<file path="config.mk">
export PLATFORM = sky130hd
export DESIGN_NAME = response_encoder
export DESIGN_NICKNAME = d
export VERILOG_FILES = /design/src/rtl/response_encoder.sv
export SDC_FILE = /design/constraint.sdc
export NUM_CORES = 1
export LEC_CHECK = 0
export CORE_MARGIN = 8
export CORE_UTILIZATION = 55
export DETAILED_ROUTE_END_ITERATION = 10
export GPL_TIMING_DRIVEN = 0
export PLACE_DENSITY_LB_ADDON = 0.3
export SYNTH_ARGS = -nofsm -noshare
export SYNTH_HDL_FRONTEND = slang
export SYNTH_SLANG_ARGS = --single-unit
</file>
<file path="constraint.sdc">
create_clock -name clock -period 4.91 [get_ports clock]
set_clock_uncertainty 0.2 [all_clocks]
set_input_delay 0.982 -clock clock [delete_from_list [all_inputs] [get_ports clock]]
set_output_delay 0.982 -clock clock [all_outputs]
set_load 0.01 [all_outputs]
</file>
<file path="src/rtl/response_encoder.sv">
// ============================================================================
// Module   : response_encoder
// Brief    : Frames a command response (header + optional 4 read-data bytes)
//            and serialises it as back-to-back 8N1 UART frames.
// Revision : 1.0 - initial release
// ============================================================================
`default_nettype none

module response_encoder #(
    parameter int CLKS_PER_BIT = 868
) (
    input  logic        clock,
    input  logic        reset,
    input  logic        i_start,
    input  logic [1:0]  i_error,
    input  logic        i_readwrite,
    input  logic [31:0] i_data,
    output logic        serial_out,
    output logic        o_busy,
    output logic        o_done
);

    localparam int                  c_baud_w    = $clog2(CLKS_PER_BIT);
    localparam logic [c_baud_w-1:0] c_baud_last = c_baud_w'(CLKS_PER_BIT - 1);
    localparam logic [c_baud_w-1:0] c_baud_one  = c_baud_w'(1);

    // S_NEXT is folded into the stop-bit terminal cycle and is never entered.
    typedef enum logic [2:0] {
        S_IDLE  = 3'd0,
        S_LOAD  = 3'd1,
        S_START = 3'd2,
        S_DATA  = 3'd3,
        S_STOP  = 3'd4,
        S_NEXT  = 3'd5,
        S_DONE  = 3'd6
    } state_t;

    state_t              state_q, state_d;
    logic [c_baud_w-1:0] baud_q, baud_d;
    logic [2:0]          bit_q, bit_d;
    logic [2:0]          idx_q, idx_d;
    logic [2:0]          len_q, len_d;
    logic [1:0]          err_q, err_d;
    logic                rw_q, rw_d;
    logic [31:0]         data_q, data_d;
    logic [7:0]          shift_q, shift_d;
    logic                serial_q, serial_d;
    logic                busy_q, busy_d;
    logic                done_q, done_d;

    logic                w_baud_end;
    logic [2:0]          w_idx_next;

    function automatic logic [7:0] sel_byte(input logic [2:0]  idx,
                                            input logic        rw,
                                            input logic [1:0]  err,
                                            input logic [31:0] data);
        case (idx)
            3'd1:    sel_byte = data[7:0];
            3'd2:    sel_byte = data[15:8];
            3'd3:    sel_byte = data[23:16];
            3'd4:    sel_byte = data[31:24];
            default: sel_byte = {4'hA, 1'b0, rw, err};
        endcase
    endfunction

    assign w_baud_end = (baud_q == c_baud_last);
    assign w_idx_next = idx_q + 3'd1;

    always_comb begin
        state_d  = state_q;
        baud_d   = baud_q;
        bit_d    = bit_q;
        idx_d    = idx_q;
        len_d    = len_q;
        err_d    = err_q;
        rw_d     = rw_q;
        data_d   = data_q;
        shift_d  = shift_q;
        serial_d = serial_q;
        busy_d   = busy_q;
        done_d   = 1'b0;

        case (state_q)
            S_IDLE, S_DONE: begin
                serial_d = 1'b1;
                busy_d   = 1'b0;
                state_d  = S_IDLE;
                if (i_start) begin
                    err_d   = i_error;
                    rw_d    = i_readwrite;
                    data_d  = i_data;
                    len_d   = (i_readwrite && (i_error == 2'b00)) ? 3'd5 : 3'd1;
                    idx_d   = 3'd0;
                    bit_d   = 3'd0;
                    baud_d  = '0;
                    busy_d  = 1'b1;
                    state_d = S_LOAD;
                end
            end
            S_LOAD: begin
                shift_d  = sel_byte(idx_q, rw_q, err_q, data_q);
                serial_d = 1'b0;
                baud_d   = '0;
                state_d  = S_START;
            end
            S_START: begin
                if (w_baud_end) begin
                    baud_d   = '0;
                    bit_d    = 3'd0;
                    serial_d = shift_q[0];
                    state_d  = S_DATA;
                end else begin
                    baud_d = baud_q + c_baud_one;
                end
            end
            S_DATA: begin
                if (w_baud_end) begin
                    baud_d = '0;
                    bit_d  = bit_q + 3'd1;
                    if (bit_q == 3'd7) begin
                        serial_d = 1'b1;
                        state_d  = S_STOP;
                    end else begin
                        shift_d  = {1'b0, shift_q[7:1]};
                        serial_d = shift_q[1];
                    end
                end else begin
                    baud_d = baud_q + c_baud_one;
                end
            end
            S_STOP: begin
                if (w_baud_end) begin
                    baud_d = '0;
                    // Next start bit follows the stop bit with no idle gap.
                    if (w_idx_next < len_q) begin
                        idx_d    = w_idx_next;
                        shift_d  = sel_byte(w_idx_next, rw_q, err_q, data_q);
                        serial_d = 1'b0;
                        state_d  = S_START;
                    end else begin
                        serial_d = 1'b1;
                        busy_d   = 1'b0;
                        done_d   = 1'b1;
                        state_d  = S_DONE;
                    end
                end else begin
                    baud_d = baud_q + c_baud_one;
                end
            end
            default: begin
                serial_d = 1'b1;
                busy_d   = 1'b0;
                state_d  = S_IDLE;
            end
        endcase
    end

    always_ff @(posedge clock) begin
        if (reset) begin
            state_q  <= S_IDLE;
            baud_q   <= '0;
            bit_q    <= 3'd0;
            idx_q    <= 3'd0;
            len_q    <= 3'd0;
            err_q    <= 2'b00;
            rw_q     <= 1'b0;
            data_q   <= 32'd0;
            shift_q  <= 8'd0;
            serial_q <= 1'b1;
            busy_q   <= 1'b0;
            done_q   <= 1'b0;
        end else begin
            state_q  <= state_d;
            baud_q   <= baud_d;
            bit_q    <= bit_d;
            idx_q    <= idx_d;
            len_q    <= len_d;
            err_q    <= err_d;
            rw_q     <= rw_d;
            data_q   <= data_d;
            shift_q  <= shift_d;
            serial_q <= serial_d;
            busy_q   <= busy_d;
            done_q   <= done_d;
        end
    end

    assign serial_out = serial_q;
    assign o_busy     = busy_q;
    assign o_done     = done_q;

endmodule

`default_nettype wire

</file>
==> run summary <==
- 0.502 — headroom to the max-slew limit
- 0 — count of hold-fix buffers inserted at cts
- 10 — crit-path max FO
- 0 — number of max-capacitance violations reported
- 95.4 um — horizontal die dimension
- 0.07 ns — clock-pin slew of the registers on the worst-case setup and hold paths
- 0 — initial antenna violation count
- 3,232 — vias in the first global route
- 4210 um — post-route met1 wirelength
- 274 nW/um^2 — power density over the cells
- 3 — H-tree lvl count
- 3470 sq um — post-synth design cell area
- 0 — share of flip-flops with an asynchronous set or reset after synthesis
- 2 — number of buffers between clock root and the deepest sink
- 9110 sq um — floorplan die area
- built — TritonCTS clock tree
- 0 — final count of hold timing violations
- 0.321 GHz — Highest Clock Rate
- 5 — Detailed Routing Iterations Pass 1
- 29 — Row Count
- flop — critical path endpoint category
- 0.635 — fin crit share
- 4290 um — total met2 wirelength after detailed routing
- clkdlybuf4s50_1, nor2b_1, and2_1, clkbuf_1, buf_1, nand2_1, a21oi_1 — crit-path cells
- 0.659 — Post-Route Utilization
- 0.34 ns — clock insertion delay at the later pin of the skew report
- 586 — fill count
- sky130_fd_sc_hd__clkdlybuf4s50_1 — Crit-path slowest cell
- no — unrepaired setup endpoints after global routing
- 306 — DRC violation total after the first TritonRoute iteration
- 0 — # Post-CTS Setup Buffers
- sky130_fd_sc_hd__dfxtp_1 — commonest register cell after synthesis
- 533 — final layout net count
- 708 um — wire length on met3
- met4 — uppermost signal routing layer after detailed routing
- 55 — post-synth cell types
- 0 ns — Fin Setup TNS
- sky130_fd_sc_hd__clkbuf_8 — CTS root buf
- 0.952 — Final Wtd Congestion
- 11 — pin count of the biggest net entering global routing
- 0 — drc violations
- 0.741 ns — Slew @ Worst Pin
- sky130_fd_sc_hd__dfxtp_1 (39%), sky130_fd_sc_hd__nand2_1 (9.7%), sky130_fd_sc_hd__a21oi_1 (7.1%) — main area contributors after synthesis
- 0.0673 — layout cell share with drive strength beyond 1
- 7.98 sq um — mean post-synth cell area
- 15,500 um — wire length of the first global-routing pass
- finished clean — run status
- 0 — Overflow after GRT
- sky130_fd_sc_hd__dfxtp_1 — cell accounting for the most synthesized area
- 0.556 — starting density of the core
- 3,430 — via count of the routed design
- 67 — register bit count reported by yosys
- 6.05 — routed vias/inst
- 234 uV — worst supply voltage drop on vdd
- 39 — IO Port Bufs
- 6970 um — HPWL reported at the end of detailed placement
- 1.44 nW — total leakage power
- 0.00113 W — total power
- 6240 sq um — Std-Cell Core Area
- 0 — final number of setup-violating endpoints
- flop to flop — path category of the worst min-delay check
- 0 — number of warnings issued by yosys
- 18.5% — synth-to-layout area growth
- 3.12 ns — final period demand of the worst path
- 9390 um — total length of routed wires
- 0 — # diodes
- 16.6 um — average routed wire per standard cell
- 95.4 um — vertical die dimension
- 0.387 — share of the synthesized area in the top cell type
- 0.217 — total global-route track usage
- 0 — number of max-slew violations in the final report
- 4.98 ns — required time of the critical path
- primary input — critical path launch point type
- 0.387 — sequential share of the synthesized area
- 0 — post-cts sizing count
- 0 — number of flops mapped to enable cells by yosys
- 9 — number of CTS-inserted buffers
- 0 — Final ANT Viol Nets
- 0.57 ns — slowest cell delay on critical path
- 67 — TritonCTS sink count
- 0.275 ns — worst hold margin
- 435 — Syn Inst Count
- primary input to flop — kind of critical path
- 41 — number of ports placed on the die boundary
- 3.18 ns — worst endpoint data arrival time
- 483 — net count of the mapped netlist
==> state kept, by name (all words and copies together), names as in the netlist <==
signal	flops
baud_q	10
bit_q	3
data_q	32
err_q	2
idx_q	3
len_q	2
o_busy	1
o_done	1
rw_q	1
serial_out	1
shift_q	8
state_q	3
==> cell usage after synthesis (4+ instances only) <==
cell type	number
sky130_fd_sc_hd__o21ai_0	16
sky130_fd_sc_hd__a21o_1	4
sky130_fd_sc_hd__nand3b_1	5
sky130_fd_sc_hd__a311oi_2	4
sky130_fd_sc_hd__a311oi_1	4
sky130_fd_sc_hd__buf_2	4
sky130_fd_sc_hd__a222oi_1	5
sky130_fd_sc_hd__nand2_1	90
sky130_fd_sc_hd__inv_1	8
sky130_fd_sc_hd__a211oi_1	4
sky130_fd_sc_hd__nand3_1	5
sky130_fd_sc_hd__a21oi_1	49
sky130_fd_sc_hd__o31ai_1	4
sky130_fd_sc_hd__xor2_1	9
sky130_fd_sc_hd__a22oi_1	13
sky130_fd_sc_hd__ha_1	10
sky130_fd_sc_hd__and2_1	4
sky130_fd_sc_hd__o211ai_1	4
sky130_fd_sc_hd__nor3_1	6
sky130_fd_sc_hd__a32oi_1	11
sky130_fd_sc_hd__nor2_1	34
sky130_fd_sc_hd__clkbuf_1	22
sky130_fd_sc_hd__nor2_2	4
sky130_fd_sc_hd__buf_1	5
sky130_fd_sc_hd__dfxtp_1	67
==> cells by family (layout without fill, tap and decap cells) <==
logic type	after synthesis	after routing	synth area share
flip-flops	67	67	0.387
adder cells (fa/ha/maj)	10	10	0.0361
AND/OR/NAND/NOR	166	166	0.212
AO/OA/AOI/OAI	138	138	0.281
XOR/XNOR	10	10	0.0252
multiplexers	1	1	0.00289
buffers and inverters	43	98	0.0559
==> cell type report <==
cell class,instances,area [sq um],area share
Clock buffer,13,139,0.0338
Tap cell,77,96.3,0.0234
Inverter,9,33.8,0.00822
Clock inverter,3,15.0,0.00365
Timing Repair Buffer,39,390,0.0950
Buffer,34,160,0.0390
Sequential cell,67,1340,0.326
Multi-Input combinational cell,325,1930,0.471
==> report_power, final <==
group | total, W | switching [W] | internal [W]
Combinational | 0.000148 | 0.0000818 | 0.0000659
Sequential | 0.000594 | 0.0000232 | 0.000570
Clock | 0.000385 | 0.000203 | 0.000182
==> metal layers <==
metal | vias to the layer above | global-route usage
met3 | 18 | 0.0472
met2 | 158 | 0.338
met4 | 0 | 0.0768
met5 | - | 0
li1 | 1662 | -
met1 | 1592 | 0.290
==> worst paths after layout <==
| kind | from | endpoint | slack [ns] | cells past startpoint |
|---|---|---|---|---|
| worst max-delay path | i_start | data_q[1] | 1.79 | 7 |
| worst min-delay path | bit_q[1] | bit_q[1] | 0.27 | 2 |
| worst max register to register | idx_q[0] | idx_q[0] | 2.06 | 8 |
| worst min register to register | bit_q[1] | bit_q[1] | 0.27 | 2 |
==> cells in the final DEF (no fill, tap or decap), types with 5 or more instances in the layout <==
master	Yosys	routed
sky130_fd_sc_hd__a22oi_1	13	13
sky130_fd_sc_hd__nand2_1	90	90
sky130_fd_sc_hd__dfxtp_1	67	67
sky130_fd_sc_hd__buf_1	5	5
sky130_fd_sc_hd__o21ai_0	16	16
sky130_fd_sc_hd__a222oi_1	5	5
sky130_fd_sc_hd__xor2_1	9	9
sky130_fd_sc_hd__nor3_1	6	6
sky130_fd_sc_hd__clkdlybuf4s50_1	0	39
sky130_fd_sc_hd__nor2_1	34	34
sky130_fd_sc_hd__inv_1	8	8
sky130_fd_sc_hd__a32oi_1	11	11
sky130_fd_sc_hd__ha_1	10	10
sky130_fd_sc_hd__nand3_1	5	5
sky130_fd_sc_hd__nand3b_1	5	5
sky130_fd_sc_hd__clkbuf_8	0	9
sky130_fd_sc_hd__clkbuf_1	22	26
sky130_fd_sc_hd__a21oi_1	49	49
==> critical path, delay by kind of cell <==
family | cells | cell delay, ns
simple gates | 3 | 0.54
buf+inv | 3 | 1.52
compound gates | 1 | 0.13
==> metrics by stage <==
stage / cells / area [sq um] / setup WS, ns
floorplan: 435 / 3470 / 2.53
global placement: 551 / 3960 / 1.56
detailed placement: 551 / 3960 / 1.52
CTS: 567 / 4110 / 1.87
global route: 567 / 4110 / 1.69
finish: 567 / 4110 / 1.79
No activity file was read; power rests on OpenSTA's default activity.
